--- config.mk ---
export PLATFORM = sky130hd
export DESIGN_NAME = branch_resolve
export DESIGN_NICKNAME = d
export VERILOG_FILES = /design/src/rtl/branch_resolve.sv
export SDC_FILE = /design/constraint.sdc
export NUM_CORES = 1
export LEC_CHECK = 0
export CAP_MARGIN = 20
export CORE_ASPECT_RATIO = 1.75
export CORE_MARGIN = 4
export CORE_UTILIZATION = 45
export CTS_CLUSTER_SIZE = 24
export DETAILED_ROUTE_END_ITERATION = 8
export GPL_TIMING_DRIVEN = 0
export PLACE_DENSITY_LB_ADDON = 0.1
export SLEW_MARGIN = 25
export SYNTH_ARGS = -nofsm -noshare
export SYNTH_HDL_FRONTEND = slang
export SYNTH_SLANG_ARGS = --single-unit
--- constraint.sdc ---
create_clock -name clk -period 3.7 [get_ports clk]
set_clock_uncertainty 0.2 [all_clocks]
set_input_delay 1.11 -clock clk [delete_from_list [all_inputs] [get_ports clk]]
set_output_delay 1.11 -clock clk [all_outputs]
set_load 0.005 [all_outputs]
--- src/rtl/branch_resolve.sv ---
// branch_resolve -- execute-stage branch/jump resolution unit.
//
// Accepts one op per cycle from issue. The op is a fall-through, a conditional
// branch, JAL or JALR. The unit evaluates the branch condition and computes
// taken, target and the link value. Results go to writeback through a
// registered valid/ready output. A taken op with an aligned target raises a
// redirect to fetch, which is held until fetch accepts it.
//
// Every redirect toggles an epoch bit. Ops issued down the wrong path carry
// the old epoch, so the unit drops them silently (static predict-not-taken).
//
// Ports:
//   clk, rst             clock; synchronous active-high reset
//   in_valid/in_ready    issue handshake
//   in_pc, in_imm        op PC and sign-extended immediate
//   in_rs1, in_rs2       operands
//   in_funct3, in_op     branch condition / op class (00 none, 01 br, 10 JAL, 11 JALR)
//   in_epoch, epoch      epoch tag of the offered op / current epoch
//   out_*                registered result toward writeback (valid/ready)
//   redir_*              redirect request toward fetch (valid/ready)
//
// Optional feature: define BRANCH_RESOLVE_STATS_EN to add the stat_branches
// and stat_taken counters as outputs.
module branch_resolve #(
  parameter int XLEN = 32
) (
  input  logic            clk,
  input  logic            rst,
  input  logic            in_valid,
  output logic            in_ready,
  input  logic [XLEN-1:0] in_pc,
  input  logic [XLEN-1:0] in_imm,
  input  logic [XLEN-1:0] in_rs1,
  input  logic [XLEN-1:0] in_rs2,
  input  logic [2:0]      in_funct3,
  input  logic [1:0]      in_op,
  input  logic            in_epoch,
  output logic            epoch,
  output logic            out_valid,
  input  logic            out_ready,
  output logic            out_rd_we,
  output logic [XLEN-1:0] out_rd_data,
  output logic            out_taken,
  output logic            out_misalign,
  output logic            redir_valid,
  input  logic            redir_ready,
  output logic [XLEN-1:0] redir_pc
`ifdef BRANCH_RESOLVE_STATS_EN
  ,
  output logic [31:0]     stat_branches,
  output logic [31:0]     stat_taken
`endif
);

  typedef enum logic [1:0] {
    IDLE,   // nothing held
    HOLD,   // result waiting for writeback
    REDIR   // redirect pending; input blocked
  } state_e;

  state_e          state_q;
  logic            out_valid_q, out_valid_d;
  logic            redir_valid_q, redir_valid_d;
  logic            epoch_q, epoch_d;
  logic            out_rd_we_q, out_taken_q, out_misalign_q;
  logic [XLEN-1:0] out_rd_data_q, redir_pc_q;

  logic            accept, live;
  logic            is_br, is_jal, is_jalr;
  logic            eq, lt_s, lt_u, cond;
  logic            taken_d, redirect_d;
  logic [XLEN-1:0] target_d;

  // While a redirect is pending (REDIR), no op is accepted. In HOLD, an op is
  // accepted only if writeback takes the held result in the same cycle.
  assign in_ready = (state_q == IDLE) || ((state_q == HOLD) && out_ready);
  assign accept   = in_valid && in_ready;
  // A stale-epoch op is consumed from issue but has no other effect.
  assign live     = accept && (in_epoch == epoch_q);

  assign is_br   = (in_op == 2'b01);
  assign is_jal  = (in_op == 2'b10);
  assign is_jalr = (in_op == 2'b11);

  assign eq   = (in_rs1 == in_rs2);
  assign lt_s = ($signed(in_rs1) < $signed(in_rs2));
  assign lt_u = (in_rs1 < in_rs2);

  always_comb begin
    // NOTE: give every always_comb output a default first. Without it, any
    // path that does not assign the output infers a latch.
    cond = 1'b0;
    case (in_funct3)
      3'b000:  cond = eq;
      3'b001:  cond = !eq;
      3'b100:  cond = lt_s;
      3'b101:  cond = !lt_s;
      3'b110:  cond = lt_u;
      3'b111:  cond = !lt_u;
      default: cond = 1'b0;  // 010/011: never taken, not a fault
    endcase
  end

  assign target_d   = is_jalr ? ((in_rs1 + in_imm) & ~XLEN'(1)) : (in_pc + in_imm);
  assign taken_d    = is_jal || is_jalr || (is_br && cond);
  // A taken op whose target has bit 1 set is reported as misaligned. It
  // produces no redirect and leaves the epoch unchanged.
  assign redirect_d = taken_d && !target_d[1];

  always_comb begin
    out_valid_d   = out_valid_q;
    redir_valid_d = redir_valid_q;
    epoch_d       = epoch_q;
    if (redir_valid_q && redir_ready) redir_valid_d = 1'b0;
    if (out_valid_q && out_ready)     out_valid_d   = 1'b0;
    if (live) begin
      out_valid_d = 1'b1;
      if (redirect_d) begin
        redir_valid_d = 1'b1;
        epoch_d       = !epoch_q;
      end
    end
  end

  // NOTE: registers are written with non-blocking assignments only, so every
  // flop samples values from before the edge, whatever order the lines are in.
  always_ff @(posedge clk) begin
    if (rst) begin
      state_q        <= IDLE;
      out_valid_q    <= 1'b0;
      redir_valid_q  <= 1'b0;
      epoch_q        <= 1'b0;
      out_rd_we_q    <= 1'b0;
      out_rd_data_q  <= '0;
      out_taken_q    <= 1'b0;
      out_misalign_q <= 1'b0;
      redir_pc_q     <= '0;
    end else begin
      out_valid_q   <= out_valid_d;
      redir_valid_q <= redir_valid_d;
      epoch_q       <= epoch_d;
      if (redir_valid_d)    state_q <= REDIR;
      else if (out_valid_d) state_q <= HOLD;
      else                  state_q <= IDLE;
      if (live) begin
        out_taken_q    <= taken_d;
        out_misalign_q <= taken_d && target_d[1];
        out_rd_we_q    <= is_jal || is_jalr;
        out_rd_data_q  <= (is_jal || is_jalr) ? (in_pc + XLEN'(4)) : '0;
        // redir_pc changes only when a new redirect is raised, so it is
        // stable for as long as redir_valid is high.
        if (redirect_d) redir_pc_q <= target_d;
      end
    end
  end

  assign epoch        = epoch_q;
  assign out_valid    = out_valid_q;
  assign out_rd_we    = out_rd_we_q;
  assign out_rd_data  = out_rd_data_q;
  assign out_taken    = out_taken_q;
  assign out_misalign = out_misalign_q;
  assign redir_valid  = redir_valid_q;
  assign redir_pc     = redir_pc_q;

`ifdef BRANCH_RESOLVE_STATS_EN
  logic [31:0] stat_branches_q, stat_taken_q;

  always_ff @(posedge clk) begin
    if (rst) begin
      stat_branches_q <= '0;
      stat_taken_q    <= '0;
    end else if (live && (in_op != 2'b00)) begin
      stat_branches_q <= stat_branches_q + 32'd1;
      if (taken_d) stat_taken_q <= stat_taken_q + 32'd1;
    end
  end

  assign stat_branches = stat_branches_q;
  assign stat_taken    = stat_taken_q;
`endif

endmodule

==> results.cfg, run 1 <==
[outcome]
status = finished, violations left
violations = setup timing

[synthesis]
syn_avg_cell_area_sq_um = 7.45
synth_nets = 1216
ys_seq_elements = 71
synth_cell_types = 67
synthCells = 981
ys.flop_type = dfxtp_1
synth_edf_count = 0
syn_area_sq_um = 7300
async_reset_ff_frac = 0
ys_warn_count = 0
ys_seq_area_frac = 0.195

[power_and_ir_drop]
combPwrFrac = 0.436
power_frac_seq = 0.249
switching_share = 0.360
internal_power_w = 0.00215
powerDensity_nw_per_um2 = 293
power.leakage_nw = 4.64
switching_power_w = 0.00121
ir_drop_v = 0.000216
clockPowerShare = 0.315

[die]
num_rows = 61
coreArea_sq_um = 16000
die_height_um = 177
die-area_sq_um = 18400
die_w_um = 104
io_pins = 210
initial_utilization = 0.458

[finish]
areaGrowthSynthToFinish_pct = 57.5
nFillCells = 1275
drive_above_1_share = 0.222
multi_input_area_sq_um = 6650
layout_commonest_cell = clkdlybuf4s50_1
fin_area_sq_um = 11500
seqCellArea_sq_um = 1420
final_cell_mix = 120 x clkdlybuf4s50_1, 98 x nor2_1, 79 x nand2_1, 72 x a21oi_1, 71 x dfxtp_1
utilization = 0.721
antenna_cells = 0
nets = 1476

[sta]
final-setup-viol-count = 34
tns_ns = -7.26
fin_crit_sh = 1.08
fmaxAchievable_mhz = 249
whs_ns = 0.254
worst_pin_slew_ns = 1.13
period_needed_ns = 4.01
timing.final.ws_setup_ns = -0.311
slew-limit-headroom = 0.247
hold_viol_final = 0
slew_viol_final = 0
rsz0062_at_grt = true

[critical_path]
critPathTopFamily = compound AO/OA/AOI/OAI gates
worstSetupPathType = primary input to flop
arrival_ns = 4.06
critPathMaxStageDelay_ns = 0.48
crit_path_start_kind = primary input
cp-end-kind = flop
path_cells = buf_8 -> inv_12 -> ha_4 -> a21o_1 -> a21o_1 -> a221o_1 -> a2111o_1 -> a211oi_2 -> o31ai_2 -> a311oi_2 -> buf_6 -> buf_12 -> buf_8 -> nor2_4 -> a311oi_2
cp.required_ns = 3.75
critPathMaxFanout = 5
cp_num_buf_inv = 5
crit_path_top_delay_cell = a2111o_1

[drt]
firstDrtPassIters = 5
post-route-drc-count = 0
vias_per_cell = 6.03
wl_um = 30800
wl_per_cell_um = 21.4
ant_nets = 0
initialDrtViolationCount = 459
dr_total_vias = 8648

[job]
max-cap-violations = 0

[clock_network]
cts_hold_buffers = 0
path_clk_slew_ns = 0.06
clkSinkCount = 71
cts_root_buf = clkbuf_16
cts_buffers = 9
insertion_delay_ns = 0.35
cts_max_path_buffers = 2
h-tree-depth = 3
cts_tree = yes

[global_routing]
grt_start_max_net_pins = 14
grt_pass1_wl_um = 45600
grt_overflow = 0
antenna_found_initial = 0
grt_pass1_vias = 8855
grtUsageTotal = 0.316

[placed_design]
dpl-instance-area_sq_um = 9700
dp_hpwl_um = 23400
gp_congestion = 0.962
numPortBuffers = 206
post-place-ws_ns = -1.30

[hold_path]
hp-class = flop to flop
worst register-to-register path: cells and delay by family (launching register included):
family / cells / cell delay [ns]
buf+inv: 1 / 0.57
flops: 1 / 0.47
xor+xnor: 1 / 0.17
compound gates: 1 / 0.14
simple gates: 3 / 1.19
stage by stage:
stage,std cells,total power [W]
CTS,1420,0.00322
finish,1435,0.00337
global route,1435,0.00351
global placement,1376,0.00205
detailed placement,1376,0.00206
floorplan,981,0.00156
registers in the layout, indices dropped and copies added (netlist names):
name	count
out_valid	1
epoch	1
state_q	2
out_misalign	1
out_rd_data	32
redir_pc	32
out_taken	1
out_rd_we	1
worst paths after layout:
path	start	to	slack, ns	cells after the start
worst min register to register	out_rd_data[5]	out_rd_data[5]	0.25	2
worst min-delay path	out_rd_data[5]	out_rd_data[5]	0.25	2
worst max-delay path	in_rs2[9]	redir_pc[27]	-0.31	15
worst max register to register	epoch	out_rd_data[25]	0.89	6
cell families (layout without fill, tap and decap cells):
group                      count (synthesis)  in the layout  synth area share
AOI/OAI and AO/OA                        306            306             0.280
DFF                                       71             71             0.195
and+or+nand+nor                          329            329             0.209
buffers and inverters                     98            363            0.0521
muxes                                      2              2           0.00274
adders and majority gates                 96             96             0.166
xor gates and xnor gates                  79             79            0.0947
synthesized netlist by cell type (10+ instances only):
cell | count | area, sq um
nand2_1 | 82 | 308
nor2_1 | 113 | 424
nand3_1 | 43 | 215
inv_1 | 62 | 233
o21a_1 | 11 | 82.6
a311oi_1 | 10 | 87.6
nor2b_1 | 12 | 75.1
nand2b_1 | 11 | 68.8
a22oi_1 | 26 | 195
xnor2_1 | 52 | 455
nand4_1 | 17 | 106
clkbuf_1 | 29 | 109
a21oi_1 | 87 | 435
dfxtp_1 | 71 | 1420
a21o_1 | 28 | 210
and3_1 | 10 | 62.6
a211oi_1 | 27 | 203
xor2_1 | 27 | 236
ha_1 | 94 | 1180
o21ai_0 | 47 | 235
nor3_1 | 15 | 75.1
per-layer routing:
metal | GRT usage | share of wire | vias up
met2 | 0.602 | 0.53 | 375
met1 | 0.303 | 0.34 | 4040
met4 | 0.228 | 0.077 | 0
met5 | 0 | 0 | -
met3 | 0.0476 | 0.055 | 125
li1 | - | - | 4108
power by group through the flow:
stage	Combinational, W	Clock [W]	Sequential [W]
final	0.00147	0.00106	0.000836
after global routing	0.00158	0.00108	0.000841
after CTS	0.00133	0.00105	0.000834
after detailed placement	0.00121	0	0.000850
after global placement	0.00120	0	0.000850
after floorplan	0.000712	0	0.000848
cell type report:
class | count | area share
buffer | 33 | 0.0193
timing repair buffer | 252 | 0.207
clock buffer | 9 | 0.0196
multi-input combinational | 812 | 0.578
sequential | 71 | 0.124
clock inverter | 7 | 0.0106
tap | 189 | 0.0206
inverter | 62 | 0.0213
timing repair:
action / CTS / global route
cloned: 2 / 2
setup buffers: 27 / 16
setup endpoints to repair: 44 / 51
pin swaps: 73 / 59
resized for setup: 256 / 125
Note: power is estimated with default switching activity, not from simulation.
==> inputs of run 2 (changes only) <==
CORE_ASPECT_RATIO = unset   (was 1.75)
GPL_TIMING_DRIVEN = unset   (was 0)
HOLD_SLACK_MARGIN = 0.1   (was unset)
==> run 2 against run 1 <==
Against the previous run: the run still ends with setup timing left; maximum frequency is 1.4% higher; via count is 8.7% higher; setup slack better by 0.056 ns; design area is 12% higher; critical endpoint is now redir_pc[13]; non-clock buffer count is 192 higher; register-to-register slack better by 0.67 ns; routed wire length is 0.30% higher; clock power is 7% lower; critical path depth is 1 higher; die area is 0.44% lower; power is 3.8% higher; sequential power hardly changed; critical path type unchanged.
==> results.cfg, run 2 (same netlist as run 1, synthesis figures left out) <==
[clock_network]
cts_tree = yes
cts_buffers = 9
insertion_delay_ns = 0.35
path_clk_slew_ns = 0.07
h-tree-depth = 3
cts_root_buf = clkbuf_16
cts_max_path_buffers = 2
cts_hold_buffers = 0
clkSinkCount = 71

[power_and_ir_drop]
power.leakage_nw = 5.61
ir_drop_v = 0.000244
finalPower_w = 0.00349
powerDensity_nw_per_um2 = 271

[critical_path]
critPathMaxFanout = 5
cp-end-kind = flop
cp.required_ns = 3.79
rrSetupSlack_ns = 1.56
r2r_end = redir_pc[13]
rr_startpoint = state_q[1]
reg2reg_depth = 9
arrival_ns = 4.05
worstSetupPathType = primary input to flop
crit_path_start_kind = primary input

[drt]
wl_per_cell_um = 18.6
wl_um = 30900
post-route-drc-count = 0
dr_total_vias = 9397
vias_per_cell = 5.68
ant_nets = 0
firstDrtPassIters = 6
initialDrtViolationCount = 721

[sta]
slew_viol_final = 0
slew-limit-headroom = 0.616
rsz0062_at_grt = true
tns_ns = -7.15
worst_pin_slew_ns = 0.570
hold_viol_final = 0
final-setup-viol-count = 35
fin_crit_sh = 1.07
timing.final.ws_setup_ns = -0.254
period_needed_ns = 3.95
fmaxAchievable_mhz = 253

[outcome]
status = finished, violations left
violations = setup timing

[die]
die-area_sq_um = 18300
die_height_um = 135
initial_utilization = 0.460
num_rows = 46
coreArea_sq_um = 15900
io_pins = 210
die_w_um = 135

[finish]
fin_area_sq_um = 12900
layout_commonest_cell = buf_4
drive_above_1_share = 0.332
areaGrowthSynthToFinish_pct = 76.8
nets = 1668
final_cell_mix = 249 x buf_4, 120 x clkdlybuf4s50_1, 91 x nor2_1, 79 x nand2_1, 76 x a21oi_1

[hold_path]
holdPathStages = 2
hp-class = flop to flop
hp-start = out_rd_data[3]
min_to = out_rd_data[3]

[global_routing]
grt_start_max_net_pins = 35
antenna_found_initial = 0
grt_pass1_vias = 9251
grt_pass1_wl_um = 46600
grt_overflow = 0
grtUsageTotal = 0.319

[placed_design]
dp_hpwl_um = 22500
dpl-instance-area_sq_um = 11400
numPortBuffers = 209
gp_congestion = 0.940

[job]
max-cap-violations = 0
[run 2: worst max path at each step]
stage,from,end,slack [ns],cells past startpoint
2_1_floorplan,in_rs2[9],redir_pc[13],-0.06,13
4_1_cts,in_rs2[9],redir_pc[12],-0.20,16
5_1_grt,in_rs2[9],redir_pc[13],-0.32,16
3_3_place_gp,in_rs2[9],redir_pc[12],-0.97,14
3_5_place_dp,in_rs2[9],redir_pc[5],-1.06,13
6_report,in_rs2[9],redir_pc[13],-0.25,16
[run 2: per-layer routing]
| metal | up-vias | global-route usage | wire [um] |
|---|---|---|---|
| met5 | - | 0 | 0 |
| met1 | 4428 | 0.404 | 12700 |
| met2 | 408 | 0.535 | 14600 |
| met3 | 72 | 0.0557 | 2390 |
| met4 | 0 | 0.134 | 1110 |
| li1 | 4489 | - | - |
[run 2: area by class of cell]
type	instances	area, sq um
multi-input cells	812	6530
repair buffers	477	4120
fillers	1077	2970
flip-flops and latches	71	1420
well taps	216	270
inverters	62	245
clock buffers	10	229
clock inverters	6	92.6
diodes	1	2.50
[run 2: critical path, cell delays in order]
cell and delay, ns:
buf_8 0.11, inv_12 0.04, ha_4 0.18, a21o_1 0.16
a21o_1 0.16, a221o_1 0.39, a2111o_1 0.44, buf_4 0.16
a211oi_2 0.25, o31ai_2 0.12, a311oi_4 0.23, buf_6 0.19
buf_12 0.13, buf_12 0.12, o2111ai_4 0.10, a21oi_2 0.15
[run 2: per-stage QoR]
| stage | hold slack (ns) | setup WS [ns] | instances | util |
|---|---|---|---|---|
| final | 0.252 | -0.254 | 1655 | 0.813 |
| after global routing | 0.276 | -0.316 | 1654 | 0.813 |
| after CTS | 0.252 | -0.196 | 1644 | 0.799 |
| after detailed placement | 0.244 | -1.06 | 1607 | 0.718 |
| after global placement | 0.239 | -0.970 | 1607 | 0.718 |
| after floorplan | 0.248 | -0.0578 | 981 | - |
[run 2: where the power goes]
part / switching (W) / internal (W)
registers: 0.0000314 / 0.000807
logic: 0.000814 / 0.000852
clock network: 0.000394 / 0.000595
total: 0.00124 / 0.00225
[run 2: timing repair]
| action | 4_1_cts | 5_1_grt |
|---|---|---|
| gates resized for setup | 276 | 68 |
| cloned | 5 | 1 |
| setup buffers | 17 | 11 |
| pin swaps | 110 | 47 |
| endpoints found under the setup margin | 39 | 42 |
==> inputs of run 3 (changes only) <==
TNS_END_PERCENT = 10   (was unset)
==> run 3 against run 2 <==
Against the previous run: the run still ends with setup timing left; critical endpoint is now redir_pc[0]; routed wire length is 0.40% higher; power is 2.3% lower; global-route usage is 0.22 points higher; combinational power hardly changed; critical path depth is 1 lower.
==> results.cfg, run 3 (same netlist as run 1, synthesis figures left out) <==
[outcome]
status = finished, violations left
violations = setup timing

[die]
num_rows = 46
coreArea_sq_um = 15900
io_pins = 210
die_height_um = 135
initial_utilization = 0.460
die_w_um = 135
die-area_sq_um = 18300

[drt]
post-route-drc-count = 0
ant_nets = 0
firstDrtPassIters = 6
wl_um = 31000
vias_per_cell = 5.70
wl_per_cell_um = 18.9
initialDrtViolationCount = 791
dr_total_vias = 9359

[critical_path]
cp.required_ns = 3.79
cp-end-kind = flop
arrival_ns = 4.06
worstSetupPathType = primary input to flop
critPathMaxFanout = 6
rrSetupSlack_ns = 1.60
crit_path_start_kind = primary input

[power_and_ir_drop]
power_frac_seq = 0.245
clockPowerShare = 0.268
powerDensity_nw_per_um2 = 267
internal_power_w = 0.00218
power.leakage_nw = 5.48
switching_share = 0.360
switching_power_w = 0.00123
combPwrFrac = 0.486
ir_drop_v = 0.000253

[clock_network]
clkSinkCount = 71
insertion_delay_ns = 0.35
cts_hold_buffers = 0
cts_max_path_buffers = 2
cts_buffers = 9
cts_root_buf = clkbuf_16
h-tree-depth = 3
cts_tree = yes
path_clk_slew_ns = 0.07

[sta]
final-setup-viol-count = 35
period_needed_ns = 3.97
worst_pin_slew_ns = 0.482
tns_ns = -6.24
slew_viol_final = 0
rsz0062_at_grt = true
fmaxAchievable_mhz = 252
slew-limit-headroom = 0.670
fin_crit_sh = 1.07
hold_viol_final = 0
timing.final.ws_setup_ns = -0.265

[placed_design]
dp_hpwl_um = 22400
numPortBuffers = 209
gp_congestion = 0.961
dp.cells = 1597

[finish]
instances_no_fill = 1643
nets = 1655
areaGrowthSynthToFinish_pct = 75.3
layout_commonest_cell = buf_4
final_cell_mix = 243 x buf_4, 122 x clkdlybuf4s50_1, 107 x nor2_1, 80 x nand2_1, 74 x a21oi_1
drive_above_1_share = 0.323

[job]
max-cap-violations = 0

[global_routing]
grt_overflow = 0
grtUsageTotal = 0.321
grt_pass1_vias = 9402
grt_start_max_net_pins = 33
grt_pass1_wl_um = 47200
antenna_found_initial = 1

[hold_path]
hp-class = flop to flop
[run 3: cell types whose count changed in the layout (fill, tap and decap cells not counted), moves of 4 or more]
cell	delta
dlygate4sd2_1	-17
nor2_1	+16
nor2_2	-13
buf_4	-6
buf_6	-6
clkdlybuf4s15_1	+6
clkdlybuf4s15_2	+6
ha_1	-6
ha_4	+6
a311oi_1	+4
nor2b_2	-4
o21ai_1	+4
[run 3: metrics by stage]
| step | cell area, sq um | worst slack (ns) | util | hold WS (ns) | total power, W |
|---|---|---|---|---|---|
| 2_1_floorplan | 7390 | -0.0580 | - | 0.248 | 0.00156 |
| 3_3_place_gp | 11300 | -1.09 | 0.713 | 0.240 | 0.00224 |
| 3_5_place_dp | 11300 | -1.17 | 0.713 | 0.249 | 0.00227 |
| 4_1_cts | 12600 | -0.192 | 0.792 | 0.257 | 0.00331 |
| 5_1_grt | 12800 | -0.357 | 0.806 | 0.272 | 0.00358 |
| 6_report | 12800 | -0.265 | 0.806 | 0.256 | 0.00341 |
[run 3: final cells by class]
class | instances | area (sq um)
multi-input combinational | 812 | 6550
timing repair buffer | 464 | 4010
fill | 1106 | 3080
sequential | 71 | 1420
tap | 216 | 270
inverter | 62 | 245
clock buffer | 10 | 229
clock inverter | 6 | 68.8
antenna | 2 | 5.00
[run 3: worst paths after layout]
path             startpoint             end  cells after the start
max reg2reg           epoch     redir_pc[0]                      8
max               in_rs2[9]     redir_pc[0]                     15
min          out_rd_data[3]  out_rd_data[3]                      2
min reg2reg  out_rd_data[3]  out_rd_data[3]                      2
[run 3: power by group through the flow]
stage	combinational (W)	clock, W	sequential [W]
after floorplan	0.000710	0	0.000848
after global placement	0.00139	0	0.000850
after detailed placement	0.00142	0	0.000851
after CTS	0.00156	0.000917	0.000835
after global routing	0.00179	0.000949	0.000841
final	0.00166	0.000916	0.000838
[run 3: worst max-delay path, stage by stage]
cell and delay [ns]:
buf_8 0.11, inv_12 0.04, ha_4 0.18, a21o_1 0.15, a21o_1 0.15, a221o_1 0.37, a2111o_1 0.50, a211oi_4 0.28
o31ai_4 0.10, a311oi_4 0.40, buf_6 0.20, buf_8 0.13, buf_16 0.13, nand3_2 0.06, a21oi_2 0.13
[run 3: layer usage]
| metal | share of wire | GRT usage | wire, um |
|---|---|---|---|
| met1 | 0.42 | 0.414 | 12900 |
| met2 | 0.48 | 0.540 | 14800 |
| met4 | 0.035 | 0.123 | 1090 |
| met5 | 0 | 0 | 0 |
| met3 | 0.071 | 0.0505 | 2190 |
[run 3: repair_timing]
item	CTS	global route
gates resized for setup	273	84
gates cloned	4	0
pin swaps	104	61
setup endpoints to repair	41	37
buffers inserted	21	6
